<file path="config.mk">
export PLATFORM = sky130hd
export DESIGN_NAME = rle_video_fifo
export DESIGN_NICKNAME = d
export VERILOG_FILES = /design/src/rtl/rle_video_pkg.sv /design/src/rtl/rle_token_fifo.sv /design/src/rtl/rle_video_fifo.sv
export SDC_FILE = /design/constraint.sdc
export NUM_CORES = 1
export LEC_CHECK = 0
export ABC_AREA = 0
export CORE_AREA = 3 3 110 112
export CTS_CLUSTER_SIZE = 24
export DETAILED_ROUTE_END_ITERATION = 6
export DIE_AREA = 0 0 113 115
export HOLD_SLACK_MARGIN = 0.1
export PLACE_DENSITY = 0.63
export SLEW_MARGIN = 15
export SYNTH_ARGS = -nofsm -noshare
export SYNTH_HDL_FRONTEND = slang
export SYNTH_SLANG_ARGS = --single-unit
</file>
<file path="constraint.sdc">
create_clock -name clk -period 3 [get_ports clk]
set_input_delay 0.45 -clock clk [delete_from_list [all_inputs] [get_ports clk]]
set_output_delay 0.45 -clock clk [all_outputs]
set_load 0.01 [all_outputs]
</file>
<file path="src/rtl/rle_video_pkg.sv">
// rle_video_pkg: shared token, state and helper definitions for the RLE video decoder
package rle_video_pkg;
  localparam int RLE_RUN_W = 10;
  localparam int RLE_COL_W = 6;
  localparam int RLE_FIFO_DEPTH = 4;
  localparam int RLE_REP_W = 2;
  typedef struct packed {
    logic [RLE_RUN_W-1:0] run;
    logic [RLE_COL_W-1:0] colour;
  } rle_token_t;
  typedef enum logic [1:0] {IDLE, LOAD, RUN, STARVE} state_t;
  // End-of-stream is a run field of all ones, for any run width up to 31
  function automatic logic is_eos(input logic [31:0] run, input int w);
    return run == (32'd1 << w) - 32'd1;
  endfunction
endpackage

</file>
<file path="src/rtl/rle_token_fifo.sv">
// rle_token_fifo: synchronous token FIFO with flush and occupancy count
module rle_token_fifo #(
  parameter int W = 16,
  parameter int DEPTH = 4,
  localparam int AW = $clog2(DEPTH),
  localparam int CW = $clog2(DEPTH + 1)
) (
  input  logic          clk,
  input  logic          rst,
  input  logic          i_push,
  input  logic          i_pop,
  input  logic          i_flush,
  input  logic [W-1:0]  i_din,
  output logic [W-1:0]  o_dout,
  output logic          o_full,
  output logic          o_empty,
  output logic [CW-1:0] o_count
);
  logic [W-1:0] r_mem [DEPTH];
  logic [AW-1:0] r_wp, r_rp;
  logic [CW-1:0] r_cnt;
  logic w_push, w_pop;
  assign o_full = r_cnt == CW'(DEPTH);
  assign o_empty = r_cnt == '0;
  assign o_count = r_cnt;
  assign o_dout = r_mem[r_rp];
  assign w_push = i_push && !o_full;
  assign w_pop = i_pop && !o_empty;
  // Storage write; a flush drops any push in the same cycle
  always_ff @(posedge clk)
    if (w_push && !i_flush) r_mem[r_wp] <= i_din;
  // Pointer and occupancy bookkeeping
  always_ff @(posedge clk) begin
    if (rst || i_flush) begin
      r_wp <= '0;
      r_rp <= '0;
      r_cnt <= '0;
    end else begin
      if (w_push) r_wp <= r_wp + 1'b1;
      if (w_pop) r_rp <= r_rp + 1'b1;
      r_cnt <= r_cnt + CW'(w_push) - CW'(w_pop);
    end
  end
endmodule

</file>
<file path="src/rtl/rle_video_fifo.sv">
// rle_video_fifo: run-length video decoder with prefetch FIFO, frame repeat and underflow flag
module rle_video_fifo
  import rle_video_pkg::*;
#(
  parameter int RUN_W = RLE_RUN_W,
  parameter int COL_W = RLE_COL_W,
  parameter int FIFO_DEPTH = RLE_FIFO_DEPTH,
  parameter int REP_W = RLE_REP_W,
  localparam int TW = RUN_W + COL_W,
  localparam int CW = $clog2(FIFO_DEPTH + 1)
) (
  input  logic             clk,
  input  logic             rst,
  input  logic             i_data_valid,
  output logic             o_data_ready,
  input  logic [TW-1:0]    i_data,
  input  logic             i_next_frame,
  input  logic             i_next_pixel,
  input  logic [REP_W-1:0] i_repeat_count,
  output logic [COL_W-1:0] o_colour,
  output logic             o_save_addr,
  output logic             o_load_addr,
  output logic             o_clear_addr,
  output logic [CW-1:0]    o_addr_backoff,
  output logic             o_underflow
);
  state_t r_state;
  logic [RUN_W-1:0] r_rem;
  logic [REP_W-1:0] r_rep;
  logic [COL_W-1:0] r_colour;
  logic r_save, r_load, r_clear, r_underflow;
  logic [CW-1:0] r_backoff;
  logic [TW-1:0] w_dout;
  logic [RUN_W-1:0] w_run;
  logic [CW-1:0] w_count;
  logic w_full, w_empty, w_nf, w_rep, w_last, w_pop, w_eos, w_flush, w_push;
  assign w_run = w_dout[TW-1:COL_W];
  assign w_nf = i_next_frame && r_state != IDLE;
  assign w_rep = w_nf && r_rep < i_repeat_count;
  assign w_last = i_next_pixel && r_rem == RUN_W'(1);
  assign w_pop = !w_nf && !w_empty &&
                 (r_state == LOAD || r_state == STARVE || (r_state == RUN && w_last));
  assign w_eos = w_pop && is_eos(32'(w_run), RUN_W);
  assign w_flush = w_rep || w_eos;
  assign o_data_ready = !w_full && !w_flush;
  assign w_push = i_data_valid && o_data_ready;
  assign o_colour = r_colour;
  assign o_save_addr = r_save;
  assign o_load_addr = r_load;
  assign o_clear_addr = r_clear;
  assign o_addr_backoff = r_backoff;
  assign o_underflow = r_underflow;
  rle_token_fifo #(.W(TW), .DEPTH(FIFO_DEPTH)) u_fifo (
    .clk(clk), .rst(rst), .i_push(w_push), .i_pop(w_pop), .i_flush(w_flush),
    .i_din(i_data), .o_dout(w_dout), .o_full(w_full), .o_empty(w_empty), .o_count(w_count)
  );
  // Decoder FSM: frame start has priority over token pops, which have priority over pixel counting
  always_ff @(posedge clk) begin
    if (rst) begin
      r_state <= IDLE;
      r_rem <= '0;
      r_rep <= '0;
      r_colour <= '0;
      r_save <= 1'b0;
      r_load <= 1'b0;
      r_clear <= 1'b0;
      r_underflow <= 1'b0;
      r_backoff <= '0;
    end else begin
      r_save <= 1'b0;
      r_load <= 1'b0;
      r_clear <= 1'b0;
      if (i_next_frame) r_underflow <= 1'b0;
      if (r_state == IDLE) begin
        if (i_next_frame) r_state <= LOAD;
      end else if (w_nf) begin
        r_state <= LOAD;
        r_colour <= '0;
        r_rem <= '0;
        if (w_rep) begin
          r_load <= 1'b1;
          r_rep <= r_rep + 1'b1;
        end else begin
          r_save <= 1'b1;
          r_backoff <= w_count + CW'(w_push);
          r_rep <= '0;
        end
      end else if (w_pop) begin
        if (w_eos) begin
          r_clear <= 1'b1;
          r_rep <= '0;
          r_colour <= '0;
          r_state <= IDLE;
        end else if (w_run == '0) begin
          if (r_state == RUN) r_state <= LOAD;
        end else begin
          r_rem <= w_run;
          r_colour <= w_dout[COL_W-1:0];
          r_state <= RUN;
        end
      end else if (r_state == RUN && i_next_pixel) begin
        if (r_rem == RUN_W'(1)) begin
          r_colour <= '0;
          r_underflow <= 1'b1;
          r_rem <= '0;
          r_state <= STARVE;
        end else r_rem <= r_rem - 1'b1;
      end
    end
  end
endmodule
</file>
# --- Yosys cells after proc, flatten, opt, wreduce, memory -nomap -nowiden ---
# Memory sizes are Yosys's and may differ from the RTL's. A register that Yosys moved wholly into a read port is not among the register bits.
# Index checks and enable logic that the tools add are counted.
word_totals:
  mem_count: 1
  out_inout_bits: 14
  mem_bits_rw: 64
  wordCells: 112
  reg_bits: 34
memory_table:
  columns: ["memory", "words", "width", "rd", "rd_ports_with_merged_regs", "wr", "line_no", "rtl"]
  rows:
  - ["u_fifo.r_mem", 4, 16, 1, 1, 1, "rle_token_fifo.sv:19", "logic [W-1:0] r_mem [DEPTH];"]
classes:
  n_addsub: 7
  n_bitwise: 4
  n_eq_ne: 11
  n_lt_le_gt_ge: 1
  reduce_logical: 38
  mux: 38
ops:
  columns: ["cell", "count"]
  rows:
  - ["2-to-1 mux 10 bit", 6]
  - ["2-to-1 mux 6 bit", 6]
  - ["2-to-1 mux 2 bit", 15]
  - ["logical AND 1 bit", 13]
  - ["AND reduction 4 bit", 3]
  - ["2-to-1 mux 1 bit", 11]
  - ["== test 10 x 1 -> 1 bit, second input constant", 1]
  - ["== test 10 bit, second input constant", 1]
  - ["zero test 10 bit", 1]
  - ["subtractor 10 x 1 -> 10 bit, second input constant", 1]
  - ["nonzero test 4 bit", 2]
  - ["adder 2 x 1 -> 2 bit, second input constant", 3]
  - ["adder 3 x 1 -> 3 bit", 2]
  - ["inequality test 3 bit, second input constant", 2]
  - ["inequality test 6 bit, second input constant", 1]
  - ["AND reduction 3 bit", 2]
  - ["nonzero test 2 bit", 3]
  - ["nonzero test 3 bit", 2]
  - ["== test 2 bit, second input constant", 2]
  - ["zero test 1 bit", 4]
  - ["logical OR 1 bit", 4]
  - ["inequality test 4 bit, second input constant", 1]
  - ["inverter 1 bit", 4]
  - ["OR reduction 4 bit", 1]
  - ["8 further kinds", 8]

# --- Depth between registers and ports, before layout ---
logic_depth:
  depth_word: 14
  mapped_depth: 13
  mapped_depth_nobuf: 11

# --- Modules after synthesis ---
# From an unflattened synthesis, not the netlist that was laid out.
unflattened:
  cells_unflattened: 324
  hier_area_um2: 4480.5
by_module_without_submodules:
  columns: ["mod", "area_each_um2", "seq_area_each_um2", "cells_each", "instances"]
  rows:
  - ["rle_token_fifo", 2854.0, 2102.0, 137, 1]
  - ["rle_video_fifo", 1626.6, 540.5, 187, 1]

# --- Worst setup path after synthesis ---
# OpenSTA, ideal clock, no wires.
synth_path:
  path_kind: "reg2reg"
  start: "register r_rem[1]"
  end: "register u_fifo.r_cnt[1] (netlist: u_fifo.o_count[1])"
  setup_slack_ps: 70
  path_buffers: 2
  stages_incl_launch_ff: 14
  setup_time_ps: 122
  arrival_ps: 2808
  period_less_slack_ps: 2930
  path_cell_list: "dfxtp_1 -> inv_1 -> ha_1 -> nor4b_1 -> a41oi_1 -> nor3_1 -> buf_2 -> buf_2 -> ha_1 -> inv_1 -> ha_1 -> fa_1 -> inv_1 -> nor2_1"
synth_between:
  elab_cells_between_ends: 15
  cone_classes: "add/sub: 2; eq/ne: 1; reduce/logical: 12"
synth_lines:
  columns: ["element", "line_no", "rtl"]
  rows:
  - ["start: declaration", "rle_video_fifo.sv:28", "logic [RUN_W-1:0] r_rem;"]
  - ["start signal: assignment", "rle_video_fifo.sv:97", "r_rem <= w_run;"]
  - ["start signal: assignment", "rle_video_fifo.sv:107", "end else r_rem <= r_rem - 1'b1;"]
  - ["== test 10 x 1 -> 1 bit", "rle_video_fifo.sv:40", "assign w_last = i_next_pixel && r_rem == RUN_W'(1);"]
  - ["logical AND 1 bit", "rle_video_fifo.sv:40", null]
  - ["logical AND 1 bit", "rle_video_fifo.sv:42", "(r_state == LOAD || r_state == STARVE || (r_state == RUN && w_last));"]
  - ["logical OR 1 bit", "rle_video_fifo.sv:42", null]
  - ["logical AND 1 bit", "rle_video_fifo.sv:41", "assign w_pop = !w_nf && !w_empty &&"]
  - ["logical AND 1 bit", "rle_token_fifo.sv:28", "assign w_pop = i_pop && !o_empty;"]
  - ["net u_fifo.w_pop", "rle_token_fifo.sv:22", "logic w_push, w_pop;"]
  - ["subtractor 3 x 1 -> 3 bit", "rle_token_fifo.sv:41", "r_cnt <= r_cnt + CW'(w_push) - CW'(w_pop);"]
  - ["end signal: assignment", "rle_token_fifo.sv:41", null]
  - ["end: declaration", "rle_token_fifo.sv:21", "logic [CW-1:0] r_cnt;"]
# The timed path passes the listed nets, and every way through them passes these cells.
# A chain may end at the register's enable or synchronous reset.

==> flow_summary.toml <==
[clocking]
cts_sinks = 100
cts_buffers = 9
hold_buffers = 0
clk_pin_slew_ps = 70
clock_latency_ps = 340
cts_max_level = 3
clk_path_buf_depth = 2
cts_root_buffer = "clkbuf_16"
cts_tree = "built"

[timing]
setup_viol = 0
timing.hold.ws_ps = 486
finalMaxSlewViolations = 0
max_slew_margin = 0.625
finClkSkew_ps = 8.24
hold_viol_final = 0
fin_setup_tns_ps = 0
fin_crit_sh = 0.947
tightest_slew_ps = 561
min_period_ps = 2840
setup_ws_ps = 158
grt_setup_unrepaired = "no"
fmaxAchievable_mhz = 352

[synthesis]
async_flop_share = 0
yosysWarnings = 0
ys_ff_latch = 100
syn_inst = 319
synth_edf_count = 64
syn_nets = 354
yosysSeqAreaShare = 0.599
synth.cell_area_mm2 = 0.00441
synth_ff_type = "edfxtp_1"
avgSynthCellArea_um2 = 13.8
synth.distinct_cells = 58

[critical_path]
path_class = "flop to flop"
crit_slowest_cell = "mux4_2"
required_ps = 3230
startpoint_type = "flop"
cp.arrival_ps = 3070
cp_top_family = "simple AND/OR/NAND/NOR gates"
timing.critical_path.mode_cell = "buf_4"
crit_buf_inv = 3
crit_path_max_incr_delay_ps = 550
critPathCaptureType = "flop"
cp_max_fo = 12
cp_cell_sequence = "buf_12 > mux4_2 > buf_4 > buf_4 > or4_1 > nor4_4 > a211o_2 > nor3b_1 > a31o_2"

[die]
dieHeight_um = 115
die_w_um = 113
std_cell_rows = 39
start_util = 0.390
dieArea_mm2 = 0.0130
core_area_mm2 = 0.0113
num_io_pins = 37

[layout]
final_cell_mix = "edfxtp_1 (64), dfxtp_1 (36), clkdlybuf4s50_1 (35)"
post-route-util = 0.479
nFillCells = 1003
fin_nets = 414
drive_above_1_share = 0.180
antenna_cells = 0
final_common_cell = "edfxtp_1"
area_delta_synth_final_pct = 23.0

[routing]
drcViolationCount = 0
drt_wl_total_um = 8880
wire_per_inst_um = 16.9
via_per_inst = 5.25
firstDrtPassIters = 4
first_iter_violations = 139
ant_nets = 0
vias = 2767

[placement]
gp_congestion = 0.874
port_buffers = 36
place_hpwl_um = 6040
pre_cts_slack_ps = 123

[job]
drv_cap = 0

[grt]
grt_overflow = 0
antenna_found_initial = 0
grt_pass1_vias = 2784
grt.total_usage = 0.142
grt_first_pass_wirelength_um = 14500
grt_max_degree = 20

[power_and_ir_drop]
p_per_area_mw_per_mm2 = 784
leakage_nw = 1.89
ir_drop_uv = 404

[outcome]
run_status = "finished clean"

[worst_hold_path]
min_path_type = "flop to flop"
## flip-flops by register name, summed over array words and instances (netlist names), named ones only
register        cells
o_underflow         1
o_load_addr         1
o_save_addr         1
o_clear_addr        1
u_fifo.r_mem       64
r_state             2
r_rep               2
u_fifo.o_count      3
r_rem              10
u_fifo.r_wp         2
u_fifo.r_rp         2
o_colour            6
o_addr_backoff      3
## layout make-up
cell class	instances	area (µm²)	share of cell area
Clock inverter	5	62.6	0.0115
Inverter	16	60.1	0.0111
Multi-Input combinational cell	188	1620	0.298
Clock buffer	11	233	0.0429
Timing Repair Buffer	64	636	0.117
Tap cell	143	179	0.0330
Sequential cell	100	2640	0.487
## per-stage QoR
| step | power [mW] | cells | cell area, µm² |
|---|---|---|---|
| floorplan | 2.66 | 319 | 4410 |
| CTS | 4.27 | 524 | 5400 |
| detailed placement | 3.07 | 503 | 5070 |
| global route | 4.50 | 527 | 5430 |
| finish | 4.26 | 527 | 5430 |
| global placement | 3.06 | 503 | 5070 |
## report_power, final
part / total, mW / switching (mW) / leakage [nW] / internal [mW]
clock network: 1.14 / 0.488 / 0.142 / 0.653
registers: 1.77 / 0.120 / 0.878 / 1.65
logic: 1.35 / 0.699 / 0.869 / 0.649
## cell usage after synthesis, drive strengths merged, types with 2 or more instances
master	number	area [µm²]
nor2	24	90.1
clkbuf	4	15.0
xor2	5	43.8
and3	2	12.5
nand3	5	25.0
ha	11	138
o41ai	6	60.1
nor3	10	55.1
o21ai	8	40.0
nor3b	8	60.1
mux2i	4	40.0
nor4	6	52.6
nand2	8	30.0
a22oi	8	60.1
dfxtp	36	721
xnor2	6	52.6
a211oi	4	35.0
and2	9	57.6
inv	15	56.3
nand2b	3	18.8
a31o	7	61.3
mux4	16	394
nand4	2	12.5
a21oi	8	40.0
edfxtp	64	1920
buf	11	83.8
or4	4	33.8
o31ai	3	22.5
nor2b	5	31.3
## path summary, 6_finish.rpt
kind,from,to,slack (ps),depth (start not counted)
hold reg to reg,o_colour[2]$_SDFFE_PP0P_,o_colour[2]$_SDFFE_PP0P_,490,1
hold / removal,o_colour[2]$_SDFFE_PP0P_,o_colour[2]$_SDFFE_PP0P_,490,1
setup / recovery,flop,o_colour[0]$_SDFFE_PP0P_,160,9
setup reg to reg,flop,o_colour[0]$_SDFFE_PP0P_,160,9
## cells by family (layout without fill, tap and decap cells)
group                      count (synthesis)  after routing  synth area share
DFF                                      100            100             0.599
buffers and inverters                     31             96            0.0360
xor gates and xnor gates                  11             11            0.0218
AOI/OAI and AO/OA                         53             53            0.0904
muxes                                     20             20            0.0984
and+or+nand+nor                           92             92             0.119
adders and majority gates                 12             12            0.0357
## metal layers
metal / up-vias / GRT usage / share of wire
met5: - / 0 / 0
met4: 0 / 0.0577 / 0.021
met1: 1340 / 0.189 / 0.45
met3: 13 / 0.0347 / 0.041
met2: 72 / 0.226 / 0.49
li1: 1342 / - / -
## what timing repair did
action / in CTS / in global routing
pin swaps: 1 / 2
setup endpoints to repair: 1 / 1
gates resized for setup: 8 / 2
buffers inserted: 5 / 3
No activity file was read; power rests on OpenSTA's default activity.
==> RTL edit 1, RTL diff (same flow settings) <==
`RLE_FIFO_DEPTH`: 4 -> 2.
--- a/src/rtl/rle_video_pkg.sv
+++ b/src/rtl/rle_video_pkg.sv
@@ -2,7 +2,7 @@
 package rle_video_pkg;
   localparam int RLE_RUN_W = 10;
   localparam int RLE_COL_W = 6;
-  localparam int RLE_FIFO_DEPTH = 4;
+  localparam int RLE_FIFO_DEPTH = 2;
   localparam int RLE_REP_W = 2;
   typedef struct packed {
     logic [RLE_RUN_W-1:0] run;
Ports: changed (resized o_addr_backoff); port bits go from 37 to 36. The function was not compared with the original's and may differ.
==> RTL edit 1 against the unedited design <==
- non-clock buffer count shrank 20
- sequential cell count shrank 37
- die area is the same
- clock skew shrank 0.0046 ns
- final area shrank 29%
- power shrank 20%
- cell count shrank 13%
- synthesized area shrank 32%
- sequential share of layout area shrank 7.3 points
- routed wire length shrank 23%
- utilization shrank 14 points
- worst setup slack gained 0.059 ns
- combinational power shrank 19%
- largest cell class unchanged
==> RTL edit 1: results (changes against the unedited design) <==
| Metric | Value |
|---|---|
| CP max FO | 3 (-9) |
| Psw | 1.13 mW (-14%) |
| Max reg flops | 32 (-50%) |
| Register-to-register path setup slack | 0.67 ns (+0.51 ns) |
| Number of non-clock inverters in the layout | 9 (-7) |
| Met2 routed WL | 3090 um (-29%) |
| Filler cell count | 1161 (+16%) |
| Clock Buffer Count | 12 (+1) |
| Mapped cell area | 0.00299 mm^2 (-32%) |
| Non-clock buffers, area share | 10.9% (-0.80 points) |
| Maximum VDD drop | 0.318 mV (-21%) |
| DP Wirelength | 4940 um (-18%) |
| Slowest cell delay on critical path | 0.57 ns (+0.02 ns) |
| Slew HR | 56.8% (-5.8 points) |
| XOR/XNOR Fraction of Synth Area | 2.93% (+0.75 points) |
| Slowest stage cell, crit path | clkdlybuf4s50_1 |
| Post-synth cell types | 59 (+1.7%) |
| GRT Overall Usage | 10.9% (-3.4 points) |
| Comb_multi_in | 185 (-1.6%) |
| Non-clk bufs | 44 (-31%) |
| CTS clock-pin slew for the worst setup and hold paths | 0.05 ns (-0.02 ns) |
| Met3 Wirelength | 385 um (+5.5%) |
| Clk. pwr | 1.07 mW (-6%) |
| Multi-input logic area | 0.00129 mm^2 (-20%) |
| Nets | 340 (-18%) |
| Compound-Gate Fraction of Synth Area | 17.3% (+8.2 points) |
| Leak | 1.30 nW (-31%) |
| Status | complete, no violations |
| Final RePlAce weighted congestion | 0.854 (-2.2%) |
| Area after DPL | 0.00350 mm^2 (-31%) |
| Detailed Route Iter0 Violations | 112 (-19%) |
| M1 WL | 3250 um (-19%) |
| Synth top cells by count | edfxtp_1, dfxtp_1, nor2_1 |
| Met3 usage | 3.58% (+0.11 points) |
| Layout Skew | 0.00362 ns (-0.00462 ns) |
| R2r endpoint | u_fifo.o_count[1] |
| R2R depth | 11 (+2) |
| Sequential share of the synthesized area | 52.9% (-7.0 points) |
| Post-synth EDFFs | 32 (-50%) |
| Vias | 2284 (-17%) |
| Met2 Usage GRT | 16.4% (-6.2 points) |
| Crit path DAT | 2.33 ns (-0.74 ns) |
| Syn Nets | 295 (-17%) |
| Power Density | 890 mW/mm^2 (+14%) |
| Layout cells sized above 1 | 14.5% (-3.5 points) |
| Sequential cells | 63 (-37%) |
[RTL edit 1: how the worst min path moves through the flow]
stage / start / to / slack (ns)
finish: o_colour[4] / o_colour[4] / 0.47
global route: o_colour[1] / o_colour[1] / 0.48
CTS: o_colour[1] / o_colour[1] / 0.47
detailed placement: o_colour[5] / o_colour[5] / 0.46
global placement: o_colour[4] / o_colour[4] / 0.45
floorplan: r_rem[1] / r_rem[1] / 0.46
[RTL edit 1: timing repair]
action	4_1_cts	5_1_grt
cloned	0	0
gates resized for setup	1	2
setup endpoints to repair	1	1
setup buffers	0	0
[RTL edit 1: per-stage QoR]
step / hold WS, ns / utilization [%] / cells
2_1_floorplan: 0.458 / - / 267
3_3_place_gp: 0.452 / 30.9 / 444
3_5_place_dp: 0.460 / 30.9 / 444
4_1_cts: 0.474 / 33.8 / 460
5_1_grt: 0.479 / 33.8 / 460
6_report: 0.469 / 33.8 / 460
==> RTL edit 2, RTL diff (same flow settings) <==
Without the edit above. Register the output `o_underflow` once more, cleared by the reset; this adds one clock of latency there. The other outputs are not delayed to match.
--- a/src/rtl/rle_video_fifo.sv
+++ b/src/rtl/rle_video_fifo.sv
@@ -49,7 +49,13 @@
   assign o_load_addr = r_load;
   assign o_clear_addr = r_clear;
   assign o_addr_backoff = r_backoff;
-  assign o_underflow = r_underflow;
+  always_ff @(posedge clk) begin
+    if (rst) begin
+      o_underflow <= '0;
+    end else begin
+      o_underflow <= r_underflow;
+    end
+  end
   rle_token_fifo #(.W(TW), .DEPTH(FIFO_DEPTH)) u_fifo (
     .clk(clk), .rst(rst), .i_push(w_push), .i_pop(w_pop), .i_flush(w_flush),
     .i_din(i_data), .o_dout(w_dout), .o_full(w_full), .o_empty(w_empty), .o_count(w_count)
Behaviour: not the same (a bounded check fails within 4 cycles, from zero or initial values and one cycle with rst high).
==> RTL edit 2 against the unedited design <==
- synthesized area grew 2.6%
- non-clock buffer count shrank 2
- sequential power grew 3%
- sequential cell count grew 1
- final area grew 2.5%
- power grew 5.4%
- combinational power grew 17%
- worst setup slack gained 0.017 ns
- routed wire length grew 1.3%
- largest cell class unchanged
==> RTL edit 2: results (changes against the unedited design) <==
| Metric | Value |
|---|---|
| DP Wirelength | 6080 um (+0.68%) |
| Syn Nets | 376 (+6.2%) |
| Sequential share of the synthesized area | 58.8% (-1.1 points) |
| Hold Path Depth | 2 (+1) |
| Nets | 431 (+4.1%) |
| Routed Wire Length | 9000 um (+1.3%) |
| Crit path DAT | 3.05 ns (-0.02 ns) |
| CTS max path bufs | 2 (unchanged) |
| Leak | 1.97 nW (+4.1%) |
| Post-Synth Adder-Cell Area | 3.48% (-0.092 points) |
| Met2 Usage GRT | 24.3% (+1.7 points) |
| XOR/XNOR Fraction of Synth Area | 1.55% (-0.64 points) |
| # placed instances | 524 (+4.2%) |
| R2R depth | 12 (+3) |
| Synth area leaders | edfxtp_1, dfxtp_1, mux4_2, mux2i_1, ha_1 |
| Slew HR | 62.3% (-0.27 points) |
| Dpl ws | -0.00895 ns (-0.132 ns) |
| Mux contribution to synthesized area | 12.2% (+2.3 points) |
| Final RePlAce weighted congestion | 0.848 (-2.9%) |
| Post-Layout Cell Count | 544 (+3.2%) |
| Layout cells sized above 1 | 18.0% (about the same) |
| Via-to-Cell Ratio | 5.38 (+2.5%) |
| Largest net degree at the start of global routing | 18 (-10%) |
| Post-synth cell types | 50 (-14%) |
| Met3 usage | 3.63% (+0.16 points) |
| Status | complete, no violations |
| First-pass GRT wire length | 14700 um (+1.8%) |
| Filler cell count | 1001 (-0.20%) |
| Synth top cells by count | edfxtp_1, dfxtp_1, nand2_1 |
| Layout Skew | 0.0115 ns (+0.00329 ns) |
| Maximum VDD drop | 0.454 mV (+13%) |
| Met1 Use GR | 19.4% (+0.47 points) |
| Worst-Skew Late Latency | 0.34 ns (about the same) |
| Mapped Cells | 341 (+6.9%) |
| GRT Overall Usage | 14.6% (+0.33 points) |
RTL edit 2: logic make-up (layout without fill, tap and decap cells):
family | count (synthesis) | in the layout
AOI/OAI and AO/OA | 51 | 51
muxes | 35 | 35
buffers and inverters | 30 | 90
adders and majority gates | 12 | 12
and+or+nand+nor | 104 | 104
DFF | 101 | 101
xor gates and xnor gates | 8 | 8
RTL edit 2: metal layers:
layer	vias to the layer above	wire, um
li1	1409	-
met1	1452	4170
met2	63	4410
met3	4	375
met4	0	47
met5	-	0
RTL edit 2: metrics by stage:
step,power [mW],cell area (um^2),TNS [ns]
3_5_place_dp,3.37,5210,-0.00895
3_3_place_gp,3.34,5210,0
4_1_cts,4.51,5550,0
6_report,4.48,5560,0
2_1_floorplan,2.93,4530,0
5_1_grt,4.76,5560,0
RTL edit 2: power breakdown:
part           total (mW)  switching [mW]  leakage, nW  internal (mW)
combinational        1.58           0.829        0.952          0.754
sequential           1.82           0.150        0.886           1.67
clock                1.08           0.506        0.128          0.574
RTL edit 2: critical path: cells and delay by family, from the launching register on:
kind | cells | cell delay [ns]
buffers and inverters | 3 | 0.36
adder cells (fa/ha/maj) | 2 | 0.55
XOR/XNOR | 2 | 0.30
flip-flops | 1 | 0.36
AO/OA/AOI/OAI | 1 | 0.24
AND/OR/NAND/NOR | 3 | 0.33
multiplexers | 1 | 0.56
RTL edit 2: final cells by class:
class                      instances  area [um^2]  share of cell area [%]
clock buffer                      11          233                    4.18
clock inverter                     5         43.8                   0.787
inverter                          12         45.0                   0.810
multi-input combinational        210         1770                    31.8
sequential                       101         2660                    47.9
tap                              143          179                    3.22
timing repair buffer              62          633                    11.4
RTL edit 2: timing repair:
| action | in CTS | in global routing |
|---|---|---|
| pin swaps | 1 | 1 |
| resized for setup | 6 | 3 |
| buffers inserted | 4 | 0 |
| endpoints found under the setup margin | 1 | 1 |
RTL edit 2: final timing paths:
| check | slack [ns] | to | from |
|---|---|---|---|
| max | 0.17 | u_fifo.o_count[2] | flip-flop |
| min | 0.46 | o_colour[3] | o_colour[3] |
| max reg2reg | 0.17 | u_fifo.o_count[2] | flip-flop |
| min reg2reg | 0.46 | o_colour[3] | o_colour[3] |
